===== config.mk =====
export PLATFORM = sky130hd
export DESIGN_NAME = mem_port_arbiter
export DESIGN_NICKNAME = d
export VERILOG_FILES = /design/src/rtl/mem_port_arbiter.sv
export SDC_FILE = /design/constraint.sdc
export NUM_CORES = 1
export LEC_CHECK = 0
export BUFFER_PORTS_ARGS = -buffer_cell sky130_fd_sc_hd__buf_4
export CORE_MARGIN = 2
export CORE_UTILIZATION = 35
export CTS_BUF_LIST = sky130_fd_sc_hd__clkbuf_4
export DETAILED_ROUTE_END_ITERATION = 12
export PLACE_DENSITY_LB_ADDON = 0.3
export SETUP_SLACK_MARGIN = 0.15
export SLEW_MARGIN = 20
export SYNTH_ARGS = -nofsm -noshare
export SYNTH_HDL_FRONTEND = slang
export SYNTH_SLANG_ARGS = --single-unit

===== constraint.sdc =====
create_clock -name clk_i -period 2.3 [get_ports clk_i]
set_input_delay 0.23 -clock clk_i [delete_from_list [all_inputs] [get_ports clk_i]]
set_output_delay 0.23 -clock clk_i [all_outputs]
set_load 0.02 [all_outputs]

===== src/rtl/mem_port_arbiter.sv =====
// Arbitrates the shared memory port between instruction fetch (I) and load/store (D).
// D has priority with an I starvation guard; a watchdog aborts accesses that never see mem_ready_i.
module mem_port_arbiter #(
  parameter int STARVE_MAX = 4,
  parameter int CNT_W      = 3,
  parameter int WAIT_MAX   = 16,
  parameter int WAIT_W     = 5
) (
  input  logic clk_i,
  input  logic rst_ni,
  input  logic ireq_i,
  input  logic dreq_i,
  input  logic dwrite_i,
  input  logic mem_ready_i,
  output logic sel_o,
  output logic mem_en_o,
  output logic mem_we_o,
  output logic idone_o,
  output logic ddone_o,
  output logic busy_o,
  output logic err_o
);

  localparam logic [1:0] S_IDLE   = 2'd0;
  localparam logic [1:0] S_BUSY_I = 2'd1;
  localparam logic [1:0] S_BUSY_D = 2'd2;

  logic [1:0]        state_q, state_d;
  logic [CNT_W-1:0]  streak_q, streak_d;
  logic [WAIT_W-1:0] wcnt_q, wcnt_d;
  logic              err_q, err_d;
  logic              wr_q, wr_d;
  logic              sel_q, sel_d;
  logic              en_q, en_d;

  logic busy, timeout, done, arb, ireq_m, dreq_m;

  assign busy    = (state_q != S_IDLE);
  assign timeout = (wcnt_q == WAIT_W'(WAIT_MAX - 1));
  assign done    = busy & (mem_ready_i | timeout);
  assign idone_o = (state_q == S_BUSY_I) & done;
  assign ddone_o = (state_q == S_BUSY_D) & done;
  assign arb     = ~busy | done;
  // The completing requester still holds Req this cycle; it must not win again.
  assign ireq_m  = ireq_i & ~idone_o;
  assign dreq_m  = dreq_i & ~ddone_o;

  always_comb begin
    state_d  = state_q;
    streak_d = streak_q;
    wcnt_d   = wcnt_q;
    err_d    = err_q;
    wr_d     = wr_q;
    sel_d    = sel_q;
    en_d     = 1'b0;
    if (busy && !done) wcnt_d = wcnt_q + 1'b1;
    if (done && timeout && !mem_ready_i) err_d = 1'b1;
    if (arb) begin
      state_d = S_IDLE;
      sel_d   = 1'b0;
      wr_d    = 1'b0;
      wcnt_d  = '0;
      if (dreq_m && !(ireq_m && streak_q == CNT_W'(STARVE_MAX))) begin
        state_d  = S_BUSY_D;
        sel_d    = 1'b1;
        en_d     = 1'b1;
        wr_d     = dwrite_i;
        // Cannot exceed STARVE_MAX: at the limit with I waiting, I wins instead.
        streak_d = ireq_m ? streak_q + 1'b1 : '0;
      end else if (ireq_m) begin
        state_d  = S_BUSY_I;
        en_d     = 1'b1;
        streak_d = '0;
      end
    end
  end

  always_ff @(posedge clk_i or negedge rst_ni) begin
    if (!rst_ni) begin
      state_q  <= S_IDLE;
      streak_q <= '0;
      wcnt_q   <= '0;
      err_q    <= 1'b0;
      wr_q     <= 1'b0;
      sel_q    <= 1'b0;
      en_q     <= 1'b0;
    end else begin
      state_q  <= state_d;
      streak_q <= streak_d;
      wcnt_q   <= wcnt_d;
      err_q    <= err_d;
      wr_q     <= wr_d;
      sel_q    <= sel_d;
      en_q     <= en_d;
    end
  end

  assign sel_o    = sel_q;
  assign mem_en_o = en_q;
  assign mem_we_o = en_q & wr_q;
  assign busy_o   = busy;
  assign err_o    = err_q;

endmodule


==> After elaboration in Yosys (flattened, before gate mapping) <==
Cells that the tools add are included.
{ "word_totals": {"reg_bits": 14, "elab_cells": 48} }
{ "classes": {"n_eq_ne": 4, "n_reduce_logical": 12, "bitwise": 11, "muxes": 12, "addsub": 2} }
{ "ops": {"columns": ["cell", "n"], "rows": [
  ["$mux W5", 2],
  ["$mux W3", 3],
  ["$and A1 B1 Y1", 6],
  ["$mux W1", 6],
  ["$reduce_bool A2 Y1", 3],
  ["$add A5 B1 Y5 const B", 1],
  ["$eq A5 B4 Y1 const B", 1],
  ["$logic_and A1 B1 Y1", 5],
  ["$add A3 B1 Y3 const B", 1],
  ["$eq A3 B3 Y1 const B", 1],
  ["$logic_not A1 Y1", 3],
  ["$not A1 Y1", 3],
  ["$eq A2 B1 Y1 const B", 1],
  ["$eq A2 B2 Y1 const B", 1],
  ["$mux W2", 1],
  ["$or A1 B1 Y1", 2],
  ["$reduce_and A2 Y1", 1]
]} }

==> Longest topological paths before layout <==
Gate-level depths: netlist of the first run.
{ "logic_depth": {"ltp_word": 11, "ltp_mapped": 6, "mapped_depth_nobuf": 6} }

==> Least setup slack after synthesis of the first run <==
Ideal clock, no wire load.
{ "synth_path": {"path_kind": "register to register", "from": "register wcnt_q[0]", "to": "register streak_q[2]", "t_required_ns": 2.174, "arrival_ns": 1.594, "synth_period_minus_slack_ns": 1.720, "slack_ns": 0.580, "stages_incl_launch_ff": 7, "path_cell_list": "dfrtp_1 > ha_1 > and3_1 > ha_1 > o211ai_1 > a211oi_2 > a221o_1"} }
{ "synth_between": {"elab_chain_len": 11, "elab_cells_between_ends": 17} }
{ "synth_rtl": {"columns": ["item", "line_no", "text"], "rows": [
  ["start: declaration", "30", "logic [WAIT_W-1:0] wcnt_q, wcnt_d;"],
  ["start signal: assignment", "90", "wcnt_q <= wcnt_d;"],
  ["$eq A5 B4 Y1 *", "39", "assign timeout = (wcnt_q == WAIT_W'(WAIT_MAX - 1));"],
  ["$or A1 B1 Y1 *", "40", "assign done = busy & (mem_ready_i | timeout);"],
  ["$and A1 B1 Y1 *", "40", null],
  ["$and A1 B1 Y1", "41", "assign idone_o = (state_q == S_BUSY_I) & done;"],
  ["$not A1 Y1", "45", "assign ireq_m = ireq_i & ~idone_o;"],
  ["$and A1 B1 Y1", "45", null],
  ["$logic_and A1 B1 Y1", "63", "if (dreq_m && !(ireq_m && streak_q == CNT_W'(STARVE_MAX))) begin"],
  ["$logic_not A1 Y1", "63", null],
  ["$logic_and A1 B1 Y1", "63", null],
  ["$reduce_bool A2 Y1 (no line)", null, null],
  ["$reduce_and A2 Y1 (no line)", null, null],
  ["end signal: assignment", "89", "streak_q <= streak_d;"],
  ["end: declaration", "29", "logic [CNT_W-1:0] streak_q, streak_d;"]
]} }
Every way passes the cells marked *; elsewhere a longest branch is shown, timed or not.
A chain may end at the register's enable or synchronous reset.

==> Final worst setup path of the first run <==
{ "layout_path": {"from": "register wcnt_q[0]", "to": "output ddone_o"} }
{ "layout_between": {"elab_chain_len": 4} }
{ "layout_rtl": {"columns": ["item", "line_no", "text"], "rows": [
  ["$eq A5 B4 Y1", "39", null],
  ["$or A1 B1 Y1", "40", null],
  ["$and A1 B1 Y1", "40", null],
  ["$and A1 B1 Y1", "42", "assign ddone_o = (state_q == S_BUSY_D) & done;"],
  ["end: declaration", "19", "output logic ddone_o,"]
]} }
Every way passes these cells.

==> results of run 1 <==
routing by layer:
layer,GRT usage [%],part of all wire (%)
met2,19.2,45
met4,6.49,0.85
met3,5.56,4.3
met1,18.5,49
met5,0,0
cells in the mapped netlist (all sizes together), types with 2 or more instances:
master / instances / area share, %
and3: 2 / 1.8
dfrtp: 13 / 48
ha: 4 / 7.3
inv: 8 / 4.4
nand2: 5 / 2.7
nand3: 5 / 3.7
nor2: 8 / 4.8
nor2b: 3 / 2.7
power by group through the flow:
| stage | registers (W) | clock network (W) | logic (W) |
|---|---|---|---|
| 3_5_place_dp | 0.000317 | 0 | 0.000257 |
| 6_report | 0.000311 | 0.000152 | 0.000257 |
| 4_1_cts | 0.000312 | 0.000159 | 0.000261 |
| 3_3_place_gp | 0.000315 | 0 | 0.000256 |
| 2_1_floorplan | 0.000321 | 0 | 0.000157 |
| 5_1_grt | 0.000320 | 0.000175 | 0.000285 |
worst min path at each step:
stage	endpoint	startpoint	depth (start not counted)	slack, ps
5_1_grt	wr_q$_DFFE_PN0N_	dwrite_i	3	200
3_3_place_gp	wcnt_q[3]$_DFF_PN0_	rst_ni	1	80
3_5_place_dp	wcnt_q[3]$_DFF_PN0_	rst_ni	1	80
2_1_floorplan	err_o$_DFFE_PN0P_	rst_ni	0	-70
6_report	wr_q$_DFFE_PN0N_	dwrite_i	3	200
4_1_cts	wr_q$_DFFE_PN0N_	dwrite_i	3	190
per-stage QoR:
step           worst slack, ps  utilization [%]  power, W  hold slack [ps]  instances
5_1_grt                    165             47.9  0.000779              199        110
2_1_floorplan              580                -  0.000478            -65.6         67
6_report                   271             47.9  0.000720              203        110
3_5_place_dp               425             45.6  0.000574             84.2        105
4_1_cts                    268             47.9  0.000732              193        110
3_3_place_gp               481             45.6  0.000571             83.3        105
sequential cells by signal, indices dropped and copies added, names as in the netlist:
| signal | cells |
|---|---|
| wcnt_q | 5 |
| streak_q | 3 |
| state_q | 2 |
| err_o | 1 |
| mem_en_o | 1 |
| wr_q | 1 |
final cells by class:
class	instances	area share, %
Sequential cell	13	38.1
Clock buffer	4	3.52
Tap cell	25	3.67
Multi-Input combinational cell	46	38.6
Inverter	8	3.52
Timing Repair Buffer	14	12.6
logic make-up (layout without fill, tap and decap cells):
family | count (synthesis) | count (layout) | share of synthesized area [%]
multiplexers | 1 | 1 | 1.65
buffers and inverters | 8 | 26 | 4.39
AO/OA/AOI/OAI | 12 | 12 | 16.3
AND/OR/NAND/NOR | 27 | 27 | 20.3
flip-flops | 13 | 13 | 47.5
XOR/XNOR | 2 | 2 | 2.56
adder cells (fa/ha/maj) | 4 | 4 | 7.31
timing repair:
action | 4_1_cts | 5_1_grt
setup endpoints to repair | 0 | 0
endpoints found under the hold margin | 13 | 0
hold buffers | 1 | 0
critical path: stages (launching register included):
cell     delay, ps
dfrtp_1        400
ha_1           230
and3_1         190
ha_1           220
nor2_1         110
buf_4          170
nor2_1          60
buf_4          150
==> impl_metrics.py, run 1 <==
metrics = {
    "worst_setup_path": {
        "reg2reg_to": "streak_q[2]$_DFFE_PN0P_",
        "worstSetupPathType": "register to output pin",
        "crit_path_start": "wcnt_q[0]$_DFF_PN0_",
        "crit_fanout": 8,
        "crit_required_ps": 2070,
        "crit_arrival_ps": 1800,
        "reg2reg_slack_ps": 410,
        "cp-endpoint": "ddone_o",
        "start_kind": "register",
        "ff2ff_path_depth": 7,
        "worstSetupEndpointType": "output pin",
        "reg2reg_from": "wcnt_q[0]$_DFF_PN0_",
    },
    "pwr": {
        "p_sw_w": 0.000256,
        "intPower_w": 0.000465,
        "seqPwrFrac_pct": 43.2,
        "swShare_pct": 35.5,
        "pwr-share-clk_pct": 21.1,
        "powerDensity_mw_per_mm2": 844,
        "cellLeakagePower_nw": 0.428,
        "peakVddDrop_uv": 412,
        "comb_power_share_pct": 35.6,
    },
    "synth": {
        "yosysUniqueCellTypes": 29,
        "synth_area_um2": 684,
        "synthesis.instances": 67,
        "avgSynthCellArea_um2": 10.2,
        "mappedNetlistNets": 77,
        "ys.flop_type": "dfrtp_1",
        "ys_seq_elements": 13,
        "yosys_warnings": 0,
        "synth_enable_flop_cells": 0,
        "async_flop_share_pct": 100,
        "ys_seq_area_share_pct": 47.5,
    },
    "cells_and_area": {
        "post_route_cells_drive_above_1_share_pct": 27.1,
        "antenna_cells": 0,
        "layout_common_cells": "13 x dfrtp_1, 13 x buf_4, 7 x inv_1, 7 x nor2_1",
        "ff_latch_area_um2": 325,
        "multi_input_area_um2": 329,
        "postLayoutCellArea_um2": 853,
        "nets": 96,
        "fillers": 172,
        "syn_to_final_growth_pct": 24.7,
    },
    "floorplanning": {
        "initial_utilization_pct": 38.4,
        "coreArea_mm2": 0.00178,
        "die_y_um": 48.2,
        "die_x_um": 48.2,
        "ios": 13,
        "die-area_mm2": 0.00233,
        "num_rows": 15,
    },
    "clocking": {
        "clkTransAtPathRegs_ps": 80,
        "cts-root-buf": "clkbuf_4",
        "cts.sinks": 13,
        "cts_tree": "yes",
        "clk_latency_ps": 280,
        "clk_path_buf_depth": 2,
        "cts_setup_buffers": 0,
        "htree_levels": 1,
        "cts_buffers": 3,
        "cts_resized": 0,
    },
    "global_routing": {
        "track_usage_pct": 13.8,
        "grt_pass1_vias": 480,
        "gr-total-overflow": 0,
        "grt_start_max_net_pins": 14,
        "antenna_found_initial": 0,
        "grt_pass1_wl_um": 2130,
    },
    "timing": {
        "finalSetupTns_ps": 0,
        "finalMaxSlewViolations": 0,
        "fmax_mhz": 493,
        "post-route-period-util_pct": 88.2,
        "rsz0062_at_grt": "no",
        "setup_viol": 0,
        "tightestPinTransition_ps": 293,
        "final-hold-violation-count": 0,
        "finClkSkew_ps": 5.66,
        "period_needed_ps": 2030,
        "slew_headroom_pct": 80.4,
    },
    "hold_path": {
        "hold_path_class": "input port to register",
    },
    "outcome": {
        "outcome": "complete, no violations",
    },
    "place": {
        "globalplace.congestion": 0.768,
        "port_buffers": 12,
        "dpl.hpwl_um": 944,
        "placed_cell_area_um2": 813,
    },
    "drt": {
        "antenna_left": 0,
        "dr.pass1.iters": 2,
        "post-route-drc-count": 0,
        "via_per_inst": 4.70,
        "vias": 517,
        "wl_per_cell_um": 11.7,
        "drtIter0Drc": 9,
        "totalWireLength_um": 1290,
    },
    "job": {
        "maxCapViolCount": 0,
    },
}
No activity file was read; power rests on OpenSTA's default activity.
==> run 2: changes to the inputs <==
Settings changed: CELL_PAD_IN_SITES_DETAIL_PLACEMENT from default to 0, CELL_PAD_IN_SITES_GLOBAL_PLACEMENT from default to 1, CORE_UTILIZATION 35 to 36.
==> impl_metrics.py, run 2 (synthesis gave the netlist of run 1 again) <==
metrics = {
    "global_routing": {
        "track_usage_pct": 14.2,
        "grt_pass1_vias": 508,
        "grt_pass1_wl_um": 2210,
        "grt_start_max_net_pins": 14,
        "antenna_found_initial": 0,
        "gr-total-overflow": 0,
    },
    "clocking": {
        "clk_latency_ps": 270,
        "cts_tree": "yes",
        "clk_path_buf_depth": 2,
        "cts_buffers": 3,
        "clkTransAtPathRegs_ps": 70,
        "cts_setup_buffers": 0,
        "cts_resized": 0,
        "cts.sinks": 13,
        "cts-root-buf": "clkbuf_4",
        "cts_hold_buf": 1,
        "htree_levels": 1,
    },
    "timing": {
        "finalSetupTns_ps": 0,
        "setup_ws_ps": 297,
        "slew_headroom_pct": 81.0,
        "setup_viol": 0,
        "finClkSkew_ps": 0.880,
        "tightestPinTransition_ps": 285,
        "finalMaxSlewViolations": 0,
        "rsz0062_at_grt": "no",
        "final-hold-violation-count": 0,
        "period_needed_ps": 2000,
        "fmax_mhz": 499,
        "post-route-period-util_pct": 87.1,
    },
    "floorplanning": {
        "initial_utilization_pct": 38.8,
        "coreArea_mm2": 0.00176,
        "die_y_um": 47.6,
        "die_x_um": 47.6,
        "num_rows": 15,
        "die-area_mm2": 0.00227,
        "ios": 13,
    },
    "worst_setup_path": {
        "crit_required_ps": 2070,
        "worstSetupPathType": "register to output pin",
        "crit_fanout": 8,
        "reg2reg_to": "streak_q[2]$_DFFE_PN0P_",
        "start_kind": "register",
        "reg2reg_slack_ps": 440,
        "reg2reg_from": "wcnt_q[0]$_DFF_PN0_",
        "worstSetupEndpointType": "output pin",
        "crit_arrival_ps": 1770,
        "ff2ff_path_depth": 7,
    },
    "place": {
        "globalplace.congestion": 0.765,
        "place_ws_ps": 436,
        "port_buffers": 12,
        "dpl.hpwl_um": 1000,
    },
    "cells_and_area": {
        "reg_top3": "wcnt_q: 5 flops, streak_q: 3 flops, state_q: 2 flops",
        "largest_reg_flops": 5,
        "post_route_cells_drive_above_1_share_pct": 27.1,
        "antenna_cells": 0,
        "top_register": "wcnt_q",
        "nets": 96,
        "layout_common_cells": "13 x dfrtp_1, 13 x buf_4, 7 x inv_1, 7 x nor2_1",
        "syn_to_final_growth_pct": 24.7,
    },
    "pwr": {
        "peakVddDrop_uv": 623,
        "cellLeakagePower_nw": 0.428,
        "powerDensity_mw_per_mm2": 840,
    },
    "hold_path": {
        "hold_depth": 3,
        "hold_path_class": "input port to register",
        "holdCritStartpoint": "dwrite_i",
        "whs_endpoint": "wr_q$_DFFE_PN0N_",
    },
    "job": {
        "maxCapViolCount": 0,
    },
    "drt": {
        "vias": 534,
        "via_per_inst": 4.85,
        "wl_per_cell_um": 11.8,
        "antenna_left": 0,
        "drtIter0Drc": 4,
        "dr.pass1.iters": 4,
        "totalWireLength_um": 1300,
        "post-route-drc-count": 0,
    },
    "outcome": {
        "outcome": "complete, no violations",
    },
}
[run 2: cell counts in the layout (fill, tap and decap cells not counted)]
No cell type changed its count.
[run 2: layout make-up]
class | instances | area (um2)
repair buffers | 14 | 108
clock buffers | 4 | 30.0
flip-flops and latches | 13 | 325
multi-input cells | 46 | 329
well taps | 25 | 31.3
inverters | 8 | 30.0
fillers | 188 | 911
[run 2: report_power, final]
group | total, W | switching (W) | internal (W)
clock | 0.000146 | 0.0000672 | 0.0000789
combinational | 0.000257 | 0.000142 | 0.000115
sequential | 0.000313 | 0.0000430 | 0.000270
total | 0.000717 | 0.000252 | 0.000464
[run 2: how the worst max path moves through the flow]
stage                         from                 endpoint  depth (start not counted)  slack, ps
6_report       wcnt_q[0]$_DFF_PN0_                  ddone_o                          7        300
4_1_cts        wcnt_q[0]$_DFF_PN0_                  ddone_o                          7        280
3_5_place_dp   wcnt_q[0]$_DFF_PN0_  streak_q[2]$_DFFE_PN0P_                          7        440
2_1_floorplan  wcnt_q[0]$_DFF_PN0_                  ddone_o                          5        580
3_3_place_gp   wcnt_q[0]$_DFF_PN0_  streak_q[2]$_DFFE_PN0P_                          7        480
5_1_grt        wcnt_q[0]$_DFF_PN0_                  ddone_o                          7        170
[run 2: through the flow]
| step | cells | area [um2] | total power (W) | hold slack, ps | util (%) |
|---|---|---|---|---|---|
| 2_1_floorplan | 67 | 684 | 0.000478 | -65.6 | - |
| 3_3_place_gp | 105 | 813 | 0.000576 | 82.1 | 46.1 |
| 3_5_place_dp | 105 | 813 | 0.000578 | 82.3 | 46.1 |
| 4_1_cts | 110 | 853 | 0.000727 | 212 | 48.4 |
| 5_1_grt | 110 | 853 | 0.000777 | 223 | 48.4 |
| 6_report | 110 | 853 | 0.000717 | 212 | 48.4 |
[run 2: worst max-delay path, cell delays in order (launching register included)]
cell	delay (ps)
dfrtp_1	400
ha_1	220
and3_1	180
ha_1	220
nor2_1	110
buf_4	170
nor2_1	50
buf_4	150
[run 2: per-layer routing]
| layer | up-vias | GRT usage, % | share of wire, % |
|---|---|---|---|
| li1 | 271 | - | - |
| met1 | 247 | 19.2 | 50 |
| met2 | 14 | 21.6 | 44 |
| met3 | 2 | 5.66 | 4.8 |
| met4 | 0 | 3.24 | 0.85 |
| met5 | - | 0 | 0 |
==> run 3: changes to the inputs <==
Settings changed: ABC_AREA from default to 1.
==> impl_metrics.py, run 3 <==
metrics = {
    "cells_and_area": {
        "top_register": "wcnt_q",
        "layout_commonest_cell": "nand2_1",
        "syn_to_final_growth_pct": 22.6,
        "largest_reg_flops": 5,
        "ff_latch_area_um2": 325,
        "fin_cells": 126,
        "antenna_cells": 0,
        "multi_input_area_um2": 305,
        "layout_common_cells": "17 x nand2_1, 15 x inv_1, 13 x dfrtp_1",
        "post_route_cells_drive_above_1_share_pct": 28.7,
        "fillers": 180,
        "nets": 112,
        "reg_top3": "wcnt_q: 5 flops, streak_q: 3 flops, state_q: 2 flops",
    },
    "outcome": {
        "outcome": "complete, no violations",
    },
    "timing": {
        "slew_headroom_pct": 87.5,
        "setup_viol": 0,
        "post-route-period-util_pct": 85.4,
        "finClkSkew_ps": 4.14,
        "finalMaxSlewViolations": 0,
        "fmax_mhz": 509,
        "tightestPinTransition_ps": 187,
        "rsz0062_at_grt": "no",
        "period_needed_ps": 1960,
        "finalSetupTns_ps": 0,
        "final-hold-violation-count": 0,
    },
    "worst_setup_path": {
        "reg2reg_to": "state_q[0]$_DFFE_PN0N_",
        "crit_arrival_ps": 1730,
        "cp-endpoint": "ddone_o",
        "worstSetupPathType": "register to output pin",
        "crit_required_ps": 2070,
        "crit_path_start": "wcnt_q[0]$_DFF_PN0_",
        "worstSetupEndpointType": "output pin",
        "cp_slowest_stage_delay_ps": 400,
        "cp_cell_sequence": "ha_1 > nand2_1 > nor2_1 > ha_1 > inv_1 > nand2_1 > nand2_1 > inv_1 > buf_4",
        "crit_fanout": 3,
        "reg2reg_slack_ps": 600,
        "cp_slowest_cell": "dfrtp_1",
        "ff2ff_path_depth": 10,
        "crit_path_frequent_cell": "nand2_1",
        "reg2reg_from": "wcnt_q[0]$_DFF_PN0_",
        "start_kind": "register",
    },
    "drt": {
        "wl_per_cell_um": 9.80,
        "post-route-drc-count": 0,
        "dr.pass1.iters": 4,
        "vias": 534,
        "drtIter0Drc": 11,
        "totalWireLength_um": 1240,
        "via_per_inst": 4.24,
        "antenna_left": 0,
    },
    "synth": {
        "avgSynthCellArea_um2": 8.36,
        "synthesis.instances": 84,
        "synth_enable_flop_cells": 0,
        "ys_seq_area_share_pct": 46.3,
        "yosys-top-cells-count": "17 x nand2_1, 15 x inv_1, 13 x dfrtp_1",
        "mappedNetlistNets": 94,
        "yosysUniqueCellTypes": 17,
        "synth_area_um2": 702,
        "synth_area_leaders": "dfrtp_1 46%, nand2_1 9.1%, inv_1 8.0%, ha_1 7.1%, nor2_1 6.4%",
        "async_flop_share_pct": 100,
        "synth_top_area_share_pct": 46.3,
        "synth_top_cell_by_area": "dfrtp_1",
        "yosys_warnings": 0,
        "yosysMostFrequentCell": "nand2_1",
        "ys_seq_elements": 13,
        "ys.flop_type": "dfrtp_1",
    },
    "floorplanning": {
        "die_x_um": 48.2,
        "coreArea_mm2": 0.00178,
        "num_rows": 15,
        "ios": 13,
        "die-area_mm2": 0.00232,
        "initial_utilization_pct": 39.4,
        "die_y_um": 48.2,
    },
    "global_routing": {
        "grt_start_max_net_pins": 14,
        "grt_pass1_vias": 461,
        "track_usage_pct": 13.8,
        "gr-total-overflow": 0,
        "grt_pass1_wl_um": 2100,
        "antenna_found_initial": 0,
    },
    "place": {
        "place_inst": 121,
        "globalplace.congestion": 0.707,
        "dpl.hpwl_um": 943,
        "port_buffers": 12,
    },
    "clocking": {
        "cts_setup_buffers": 0,
        "clk_path_buf_depth": 2,
        "htree_levels": 1,
        "cts_hold_buf": 1,
        "cts.sinks": 13,
        "clk_latency_ps": 280,
        "clkTransAtPathRegs_ps": 90,
        "cts_tree": "yes",
        "cts_buffers": 3,
        "cts_resized": 0,
        "cts-root-buf": "clkbuf_4",
    },
    "hold_path": {
        "hold_path_class": "input port to register",
    },
    "pwr": {
        "power_w": 0.000604,
        "p_sw_w": 0.000216,
        "intPower_w": 0.000388,
        "pwr-share-clk_pct": 24.3,
        "powerDensity_mw_per_mm2": 702,
        "swShare_pct": 35.7,
        "cellLeakagePower_nw": 0.485,
        "peakVddDrop_uv": 310,
        "seqPwrFrac_pct": 45.5,
        "comb_power_share_pct": 30.1,
    },
    "job": {
        "maxCapViolCount": 0,
    },
}
-- run 3: worst max-delay path: cells and delay by family, from the launching register on --
| family | cells | cell delay, ps |
|---|---|---|
| adder cells (fa/ha/maj) | 2 | 420 |
| flip-flops | 1 | 400 |
| AND/OR/NAND/NOR | 4 | 350 |
| buffers and inverters | 3 | 270 |
-- run 3: layout make-up --
| type | instances | area share [%] |
|---|---|---|
| Clock buffer | 3 | 2.62 |
| Clock inverter | 1 | 0.581 |
| Tap cell | 25 | 3.63 |
| Sequential cell | 13 | 37.8 |
| Multi-Input combinational cell | 52 | 35.5 |
| Timing Repair Buffer | 13 | 11.6 |
| Inverter | 19 | 8.28 |
-- run 3: logic make-up (layout without fill, tap and decap cells) --
kind of cell | count (synthesis) | in the layout | share of synthesized area, %
compound gates | 6 | 6 | 5.35
xor+xnor | 1 | 1 | 1.25
fa+ha+maj | 4 | 4 | 7.13
buf+inv | 19 | 36 | 10.2
flops | 13 | 13 | 46.3
simple gates | 41 | 41 | 29.8
-- run 3: metrics by stage --
step	worst slack (ps)	instance area [um2]	utilization, %	hold WS, ps
after floorplan	747	702	-	-65.6
after global placement	638	823	46.2	87.4
after detailed placement	606	823	46.2	88.0
after CTS	317	861	48.3	163
after global routing	173	861	48.3	177
final	336	861	48.3	171
-- run 3: per-layer routing --
layer | vias to the layer above | share of wire (%) | global-route usage, %
met4 | 0 | 2.8 | 8.11
li1 | 288 | - | -
met1 | 227 | 55 | 20.4
met2 | 15 | 37 | 16.8
met5 | - | 0 | 0
met3 | 4 | 5.8 | 4.81
-- run 3: worst min path at each step --
stage	startpoint	to	slack, ps	cells past startpoint
2_1_floorplan	rst_ni	err_o$_DFFE_PN0P_	-70	0
3_3_place_gp	rst_ni	wcnt_q[3]$_DFF_PN0_	90	1
3_5_place_dp	rst_ni	wcnt_q[3]$_DFF_PN0_	90	1
4_1_cts	dwrite_i	wr_q$_DFFE_PN0N_	160	3
5_1_grt	dwrite_i	wr_q$_DFFE_PN0N_	180	3
6_report	dwrite_i	wr_q$_DFFE_PN0N_	170	3
-- run 3: power groups by stage --
| stage | combinational [W] | clock (W) | sequential, W |
|---|---|---|---|
| 6_report | 0.000182 | 0.000147 | 0.000275 |
| 3_5_place_dp | 0.000184 | 0 | 0.000279 |
| 3_3_place_gp | 0.000182 | 0 | 0.000279 |
| 4_1_cts | 0.000186 | 0.000152 | 0.000275 |
| 5_1_grt | 0.000206 | 0.000164 | 0.000279 |
| 2_1_floorplan | 0.000114 | 0 | 0.000285 |
